--- config.mk ---
export PLATFORM = sky130hd
export DESIGN_NAME = key_debounce
export DESIGN_NICKNAME = d
export VERILOG_FILES = /design/src/rtl/key_debounce_pkg.sv /design/src/rtl/key_debounce_chan.sv /design/src/rtl/key_debounce.sv
export SDC_FILE = /design/constraint.sdc
export NUM_CORES = 1
export LEC_CHECK = 0
export BUFFER_PORTS_ARGS = -buffer_cell sky130_fd_sc_hd__buf_2
export CORE_ASPECT_RATIO = 1.25
export CORE_MARGIN = 8
export CORE_UTILIZATION = 45
export DETAILED_ROUTE_END_ITERATION = 7
export SYNTH_ARGS = -nofsm -noshare
export SYNTH_HDL_FRONTEND = slang
export SYNTH_SLANG_ARGS = --single-unit
--- constraint.sdc ---
create_clock -name CLOCK_50 -period 2.8 [get_ports CLOCK_50]
set_clock_uncertainty 0.05 [all_clocks]
set_input_delay 0.42 -clock CLOCK_50 [delete_from_list [all_inputs] [get_ports CLOCK_50]]
set_output_delay 0.42 -clock CLOCK_50 [all_outputs]
set_load 0.005 [all_outputs]
--- src/rtl/key_debounce_pkg.sv ---
// Shared types and constants for the pushbutton debouncer: channel FSM states,
// counter width and the terminal-count helper.
package key_debounce_pkg;

  localparam int unsigned CNT_W = 32;

  typedef logic [CNT_W-1:0] cnt_t;

  typedef enum logic [1:0] {
    ST_IDLE         = 2'd0,
    ST_PRESS_WAIT   = 2'd1,
    ST_HELD         = 2'd2,
    ST_RELEASE_WAIT = 2'd3
  } key_state_t;

  // Terminal count for a duration in cycles; zero is treated as one.
  function automatic cnt_t last_count(input int unsigned cycles);
    return (cycles == 0) ? cnt_t'(0) : cnt_t'(cycles - 1);
  endfunction

endpackage

--- src/rtl/key_debounce_chan.sv ---
// One pushbutton channel: 2-flop synchronizer, debounce FSM, and the
// press/release/auto-repeat event generators, all registered.
module key_debounce_chan
  import key_debounce_pkg::*;
#(
  parameter int unsigned DEBOUNCE_CYCLES = 1000000,
  parameter int unsigned REPEAT_DELAY    = 25000000,
  parameter int unsigned REPEAT_RATE     = 5000000
) (
  input  logic clk,
  input  logic reset,
  input  logic key,
  output logic pressed,
  output logic press_pulse,
  output logic release_pulse,
  output logic repeat_pulse
);

  localparam cnt_t DB_LAST   = last_count(DEBOUNCE_CYCLES);
  localparam bit   DB_SINGLE = (DEBOUNCE_CYCLES <= 1);
  localparam cnt_t RD_LAST   = last_count(REPEAT_DELAY);
  localparam cnt_t RR_LAST   = last_count(REPEAT_RATE);
  localparam bit   REP_EN    = (REPEAT_RATE != 0);

  logic [1:0] sync_q;
  logic       s;
  key_state_t state;
  cnt_t       cnt;
  cnt_t       rpt;
  logic       rpt_phase;

  assign s = sync_q[1];

  // The IDLE/HELD sample that first sees the new level counts as the first
  // stable cycle, so the wait states start their count at one.
  always_ff @(posedge clk) begin
    if (reset) begin
      sync_q        <= 2'b11;
      state         <= ST_IDLE;
      cnt           <= '0;
      rpt           <= '0;
      rpt_phase     <= 1'b0;
      pressed       <= 1'b0;
      press_pulse   <= 1'b0;
      release_pulse <= 1'b0;
      repeat_pulse  <= 1'b0;
    end else begin
      sync_q        <= {sync_q[0], key};
      press_pulse   <= 1'b0;
      release_pulse <= 1'b0;
      repeat_pulse  <= 1'b0;

      case (state)
        ST_IDLE: begin
          if (!s) begin
            if (DB_SINGLE) begin
              state       <= ST_HELD;
              press_pulse <= 1'b1;
              pressed     <= 1'b1;
              cnt         <= '0;
              rpt         <= '0;
              rpt_phase   <= 1'b0;
            end else begin
              state <= ST_PRESS_WAIT;
              cnt   <= cnt_t'(1);
            end
          end
        end

        ST_PRESS_WAIT: begin
          if (s) begin
            state <= ST_IDLE;
            cnt   <= '0;
          end else if (cnt == DB_LAST) begin
            state       <= ST_HELD;
            press_pulse <= 1'b1;
            pressed     <= 1'b1;
            cnt         <= '0;
            rpt         <= '0;
            rpt_phase   <= 1'b0;
          end else begin
            cnt <= cnt + cnt_t'(1);
          end
        end

        ST_HELD: begin
          if (s) begin
            if (DB_SINGLE) begin
              state         <= ST_IDLE;
              release_pulse <= 1'b1;
              pressed       <= 1'b0;
              cnt           <= '0;
            end else begin
              state <= ST_RELEASE_WAIT;
              cnt   <= cnt_t'(1);
            end
          end else if (REP_EN) begin
            // First pulse after the hold delay, then one every repeat period.
            if (rpt == (rpt_phase ? RR_LAST : RD_LAST)) begin
              repeat_pulse <= 1'b1;
              rpt          <= '0;
              rpt_phase    <= 1'b1;
            end else begin
              rpt <= rpt + cnt_t'(1);
            end
          end
        end

        ST_RELEASE_WAIT: begin
          if (!s) begin
            state     <= ST_HELD;
            cnt       <= '0;
            rpt       <= '0;
            rpt_phase <= 1'b0;
          end else if (cnt == DB_LAST) begin
            state         <= ST_IDLE;
            release_pulse <= 1'b1;
            pressed       <= 1'b0;
            cnt           <= '0;
          end else begin
            cnt <= cnt + cnt_t'(1);
          end
        end

        default: begin
          state <= ST_IDLE;
          cnt   <= '0;
        end
      endcase
    end
  end

endmodule

--- src/rtl/key_debounce.sv ---
// Debounces NUM_KEYS active-low raw pushbuttons into clean CLOCK_50-synchronous
// level, press, release and auto-repeat events, one independent channel per key.
module key_debounce
  import key_debounce_pkg::*;
#(
  parameter int unsigned NUM_KEYS        = 4,
  parameter int unsigned DEBOUNCE_CYCLES = 1000000,
  parameter int unsigned REPEAT_DELAY    = 25000000,
  parameter int unsigned REPEAT_RATE     = 5000000
) (
  input  logic                CLOCK_50,
  input  logic                RESET,
  input  logic [NUM_KEYS-1:0] KEY,
  output logic [NUM_KEYS-1:0] oPRESSED,
  output logic [NUM_KEYS-1:0] oPRESS,
  output logic [NUM_KEYS-1:0] oRELEASE,
  output logic [NUM_KEYS-1:0] oREPEAT
);

  for (genvar g = 0; g < int'(NUM_KEYS); g++) begin : g_chan
    key_debounce_chan #(
      .DEBOUNCE_CYCLES (DEBOUNCE_CYCLES),
      .REPEAT_DELAY    (REPEAT_DELAY),
      .REPEAT_RATE     (REPEAT_RATE)
    ) u_chan (
      .clk           (CLOCK_50),
      .reset         (RESET),
      .key           (KEY[g]),
      .pressed       (oPRESSED[g]),
      .press_pulse   (oPRESS[g]),
      .release_pulse (oRELEASE[g]),
      .repeat_pulse  (oREPEAT[g])
    );
  end

endmodule

[Yosys cells after proc, flatten, opt, wreduce, memory -nomap -nowiden]
Index checks and enable logic that the tools add are counted.
Widths: inputs -> output; s select.
Word-level totals
  register bits after elaboration: 292
  bits in latches: 0
  memory bits (writable): 0
  bits in read-only memories: 0
  input port bits: 6
  logic and storage cells: 296
  memories kept: 0
Cells by class
  add/subtract/negate cells: 8
  multiply operators: 0
  divide/modulo/power cells: 0
  magnitude comparators: 0
  equality and inequality tests: 64
  shifts and indexed selects: 0
  muxes and demuxes: 128
  bitwise gates (word level): 16
  reductions and logical operators: 44
Operators by type and width (number)
  $mux 32: 40
  $pmux 32 s4: 4
  $pmux 32 s3: 4
  $add 32x1->32 const B: 8
  $eq 32x20->1 const B: 4
  $eq 32x32->1: 4
  $mux 25: 4
  $mux 2: 24
  $mux 1: 40
  $ne 2x1->1 const B: 20
  $reduce_and 5->1: 8
  $reduce_or 3->1: 12
  $ne 2x2->1 const B: 16
  $pmux 2 s4: 4
  $reduce_and 6->1: 4
  $eq 2x2->1 const B: 8
  $not 1->1: 16
  $reduce_and 4->1: 4
  $ne 3x1->1 const B: 4
  $ne 3x3->1 const B: 4
  $pmux 1 s3: 4
  $reduce_bool 3->1: 4
  $eq 2x1->1 const B: 4
  $logic_not 2->1: 4
  other kinds (3): 12

[Logic depth before layout (Yosys ltp)]
  word-level depth: 5
  depth in mapped cells: 10

[Hierarchy]
Synthesis repeated with hierarchy kept, for this count alone.
Second synthesis, totals
  cells, all modules: 1987
  area total of the unflattened synthesis: 15996.6 sq um
By module, submodules not included
  key_debounce_chan (g_chan[1].u_chan ...): instances 2, cells an instance 477, area an instance 3993.8 sq um, sequential area each 1461.4 sq um
  key_debounce_chan (g_chan[0].u_chan): instances 1, cells an instance 529, area an instance 4036.4 sq um, sequential area each 1461.4 sq um
  key_debounce_chan (g_chan[3].u_chan): instances 1, cells an instance 504, area an instance 3972.6 sq um, sequential area each 1461.4 sq um

[Worst setup path after synthesis]
No wires, ideal clock.
  path type: reg-to-reg
  from: reg g_chan[2].u_chan.cnt[8]
  to: reg g_chan[2].u_chan.rpt[27]
  setup time: 116 ps
  arrival: 2482 ps
  required time: 2634 ps
  setup slack: 152 ps
  cell stages (with the launch flop): 9
  path buffers: 2
  period minus slack after synthesis: 2648 ps
  path through: dfxtp_1 > or4_1 > or4_1 > buf_2 > o32a_4 > buf_6 > nor4_2 > xnor2_1 > nor2_2
Between the ends
  cells in the longest elaborated chain, start to end: 3
Ends and longest elaborated chain
  start: declaration: RTL line key_debounce_chan.sv:28  | cnt_t cnt;
  start signal: assignment: RTL line key_debounce_chan.sv:65  | cnt <= cnt_t'(1);
  start signal: assignment: RTL line key_debounce_chan.sv:82  | cnt <= cnt + cnt_t'(1);
  start signal: assignment: RTL line key_debounce_chan.sv:95  | cnt <= cnt_t'(1);
  $eq 32x20->1: RTL line key_debounce_chan.sv:74  | end else if (cnt == DB_LAST) begin
  $ne 2x1->1 (no source line)
  $reduce_and 5->1 (no source line)
  end signal: assignment: RTL line key_debounce_chan.sv:104  | rpt <= rpt + cnt_t'(1);
  end: declaration: RTL line key_debounce_chan.sv:29  | cnt_t rpt;
No other way between the ends.
A chain may end at the register's enable or synchronous reset.

[Final worst setup path]
  from: reg g_chan[2].u_chan.cnt[7]
  to: reg g_chan[2].u_chan.cnt[22]
Between the ends
  cells in the longest elaborated chain, start to end: 4
  elaborated cells on any way between the ends: 6
  classes of those cells: add/sub (1); eq/ne (1); mux (4)
Ends and longest elaborated chain
  $add 32x1->32 or $eq 32x20->1 (tied branches)
  $mux 32 *: RTL line key_debounce_chan.sv:74, key_debounce_chan.sv:115
  $mux 32, on equally long branches: RTL line key_debounce_chan.sv:110, key_debounce_chan.sv:71
  $pmux 32 s4 *: RTL line key_debounce_chan.sv:53  | case (state)
Mark *: on every way between the ends. The rest lies on a longest branch, timed or not.

==> run metrics <==
max-slew violation count=0; FP Rows=74; router iterations before antenna repair=5; Crit path arrival time=3030 ps; Max Freq=373.6 MHz; Post-synth top cells=dfxtp_1 (292), nor2_1 (187), nand2_1 (144), a21oi_1 (136), nand3_1 (101); worst slew pin tran=925.5 ps; Final Instance Count excl. Fillers=2308; initial core utilization=45.62%; Setup crit start kind=register; final core utilization=51.97%; worst-case clock buffer depth=3; Critical Path End Type=register; share of the synthesized area in the top cell type=39.32%; Syn Area/Cell=8.040 µm²; vias per cell=between 5 and 6; grt ovf=0; total core area=32590 µm²; Yosys cell types=70; Layout Nets=between 1500 and 2000; clk slew on worst S/H paths=60 ps; WL final=35920 µm; most common cell in the synthesized netlist=dfxtp_1; area grow syn2layout=13.92%; dpl hpwl=23520 µm; synth top area cells=dfxtp_1 (39%), nor2_1 (4.7%), a21oi_1 (4.6%); CTS tree=built; vias in the first global route=12640; Die ar.=slightly below 40000 µm²; Pleak=around 5.4 nW; Min Clock Period, post-route=~2700 ps; number of CTS-inserted buffers=31; Mapped Nets=1863; Worst path max stage delay=580 ps; pre-CTS setup slack=roughly 96 ps; number of synthesized flops with an enable pin=0; yosys warns=0; RSZ-0062 raised after global routing=yes; post-synthesis register bit count=292; layout cells sized above 1=11.11%; Min-Delay Path Class=in -> reg; Routed Antenna Nets=0; clock sink count=292; Synth Cell Area=approximately 15000 µm²; clock root cell=clkbuf_16; IO buf count=21; critical path class=reg -> reg; # setup viols final=0; All-Layer GR Usage=17.76%; CP cell instances=or4_1 > or4_4 > buf_4 > o211ai_1 > clkbuf_16 > nor3_1 > a31oi_1 > a311oi_1; outcome=finished clean; placed insts=2246; Slew HR=38.30%; Crit Path Max Fanout=41; CTS H-tree lvls=1; IO Count=22; Clk Latency, worst-skew pair=580 ps; # diodes=0; global-route wire length before repair=60510 µm; Die Span Y=219.2 µm; pwr dens=528.0 nW/µm²; initial DRC count=1006; DR vias=roughly 14000; Tcrit/Tclk final=95.60%; register area share after synthesis=39.32%; Worst Setup Slack, final=123.2 ps; worst hold slack=177.4 ps; initial antenna violation count=0; Avg WL per Cell=15.56 µm; ys async rst share=0%; largest net degree at the start of global routing=just over 80; Max-Cap Viols=0; Main synth FF type=dfxtp_1; peak supply drop=0.0005584 V; drt drc=0; CP required=3150 ps; die width=178.6 µm; Post-Synthesis Cells=1849; Yosys top cell by area=dfxtp_1; Final Hold Vio Count=0; GPL Wtd Cong=approximately 0.85; slowest CP cell=or4_4
[report_power, final]
part           leakage, nW  switching [mW]  internal (mW)
logic                 2.49           0.165         0.0749
clock network        0.557            1.72           2.79
registers             2.35          0.0208           4.17
total                 5.40            1.91           7.04
[cells in the final DEF (no fill, tap or decap), types with 8 or more instances in the layout]
cell / netlist / routed
nor4b_1: 18 / 17
nor3_1: 59 / 59
nor2b_1: 10 / 10
or2_2: 22 / 22
or3_1: 43 / 43
nand2b_1: 9 / 9
o211a_1: 14 / 14
buf_4: 17 / 79
a211oi_1: 17 / 17
o31ai_1: 10 / 9
inv_1: 31 / 31
a41oi_1: 9 / 9
clkbuf_8: 0 / 8
a31oi_1: 42 / 40
and4_1: 24 / 24
buf_12: 0 / 9
and3_1: 39 / 39
dfxtp_1: 292 / 292
xor2_1: 29 / 29
nor2_1: 187 / 187
o21ai_0: 93 / 93
a21oi_1: 136 / 136
nand4b_1: 12 / 12
nand2_1: 144 / 144
or4_1: 23 / 21
clkbuf_16: 0 / 32
nor4_1: 61 / 61
a311oi_1: 49 / 49
nand4_1: 63 / 63
nand3_1: 101 / 101
and2_1: 23 / 23
ha_1: 8 / 8
buf_2: 12 / 20
xnor2_1: 63 / 63
nor3b_1: 10 / 10
[registers in the layout, indices dropped and copies added, names as in the netlist, named ones only]
name / cells
g_chan.u_chan.cnt: 128
g_chan.u_chan.press_pulse: 4
g_chan.u_chan.pressed: 4
g_chan.u_chan.release_pulse: 4
g_chan.u_chan.repeat_pulse: 4
g_chan.u_chan.rpt: 128
g_chan.u_chan.rpt_phase: 4
g_chan.u_chan.state: 4
g_chan.u_chan.sync_q: 8
[per-layer routing]
layer / share of wire [%] / up-vias / track usage, %
li1: - / 6906 / -
met1: 47 / 6571 / 22.83
met2: 47 / 224 / 30.36
met3: 3.4 / 60 / 2.132
met4: 2.4 / 0 / 5.824
met5: 0 / - / 0
[worst max-delay path: cells and delay by family (launching register included)]
kind | cells | cell delay [ps]
buf+inv | 2 | 450
flops | 1 | 310
simple gates | 3 | 1230
compound gates | 3 | 470
[logic make-up after synthesis]
family	synth area share [%]
compound gates	18.36
xor+xnor	5.420
fa+ha+maj	0.6733
buf+inv	4.671
flops	39.32
mux	0.1347
simple gates	31.42
[cell type report]
| class | instances | area, µm² |
|---|---|---|
| fillers | 3153 | 15660 |
| multi-input cells | 1395 | 8374 |
| flip-flops and latches | 292 | 5846 |
| repair buffers | 113 | 938.4 |
| clock buffers | 43 | 900.9 |
| well taps | 418 | 523.0 |
| clock inverters | 15 | 234.0 |
| inverters | 32 | 120.1 |
[final timing paths]
check / from / end / slack [ps] / depth (start not counted)
worst max-delay path: g_chan[2].u_chan.cnt[7] / g_chan[2].u_chan.cnt[22] / 120 / 8
worst min-delay path: RESET / g_chan[2].u_chan.repeat_pulse / 180 / 3
worst max register to register: g_chan[2].u_chan.cnt[7] / g_chan[2].u_chan.cnt[22] / 120 / 8
worst min register to register: g_chan[0].u_chan.sync_q[0] / g_chan[0].u_chan.sync_q[1] / 360 / 1
[metrics by stage]
step | power, mW | setup TNS, ps | instance area, µm²
after floorplan | 4.437 | 0 | 14870
after global placement | 4.520 | 0 | 15740
after detailed placement | 4.523 | 0 | 15740
after CTS | 9.076 | 0 | 16920
after global routing | 9.246 | -65.06 | 16940
final | 8.942 | 0 | 16940
[repair_timing]
item,in CTS,in global routing
resized for setup,0,5
hold endpoints to repair,4,0
setup endpoints to repair,0,18
buffers inserted,0,0
hold buffers,4,0
Note: power is estimated with default switching activity, not from simulation.
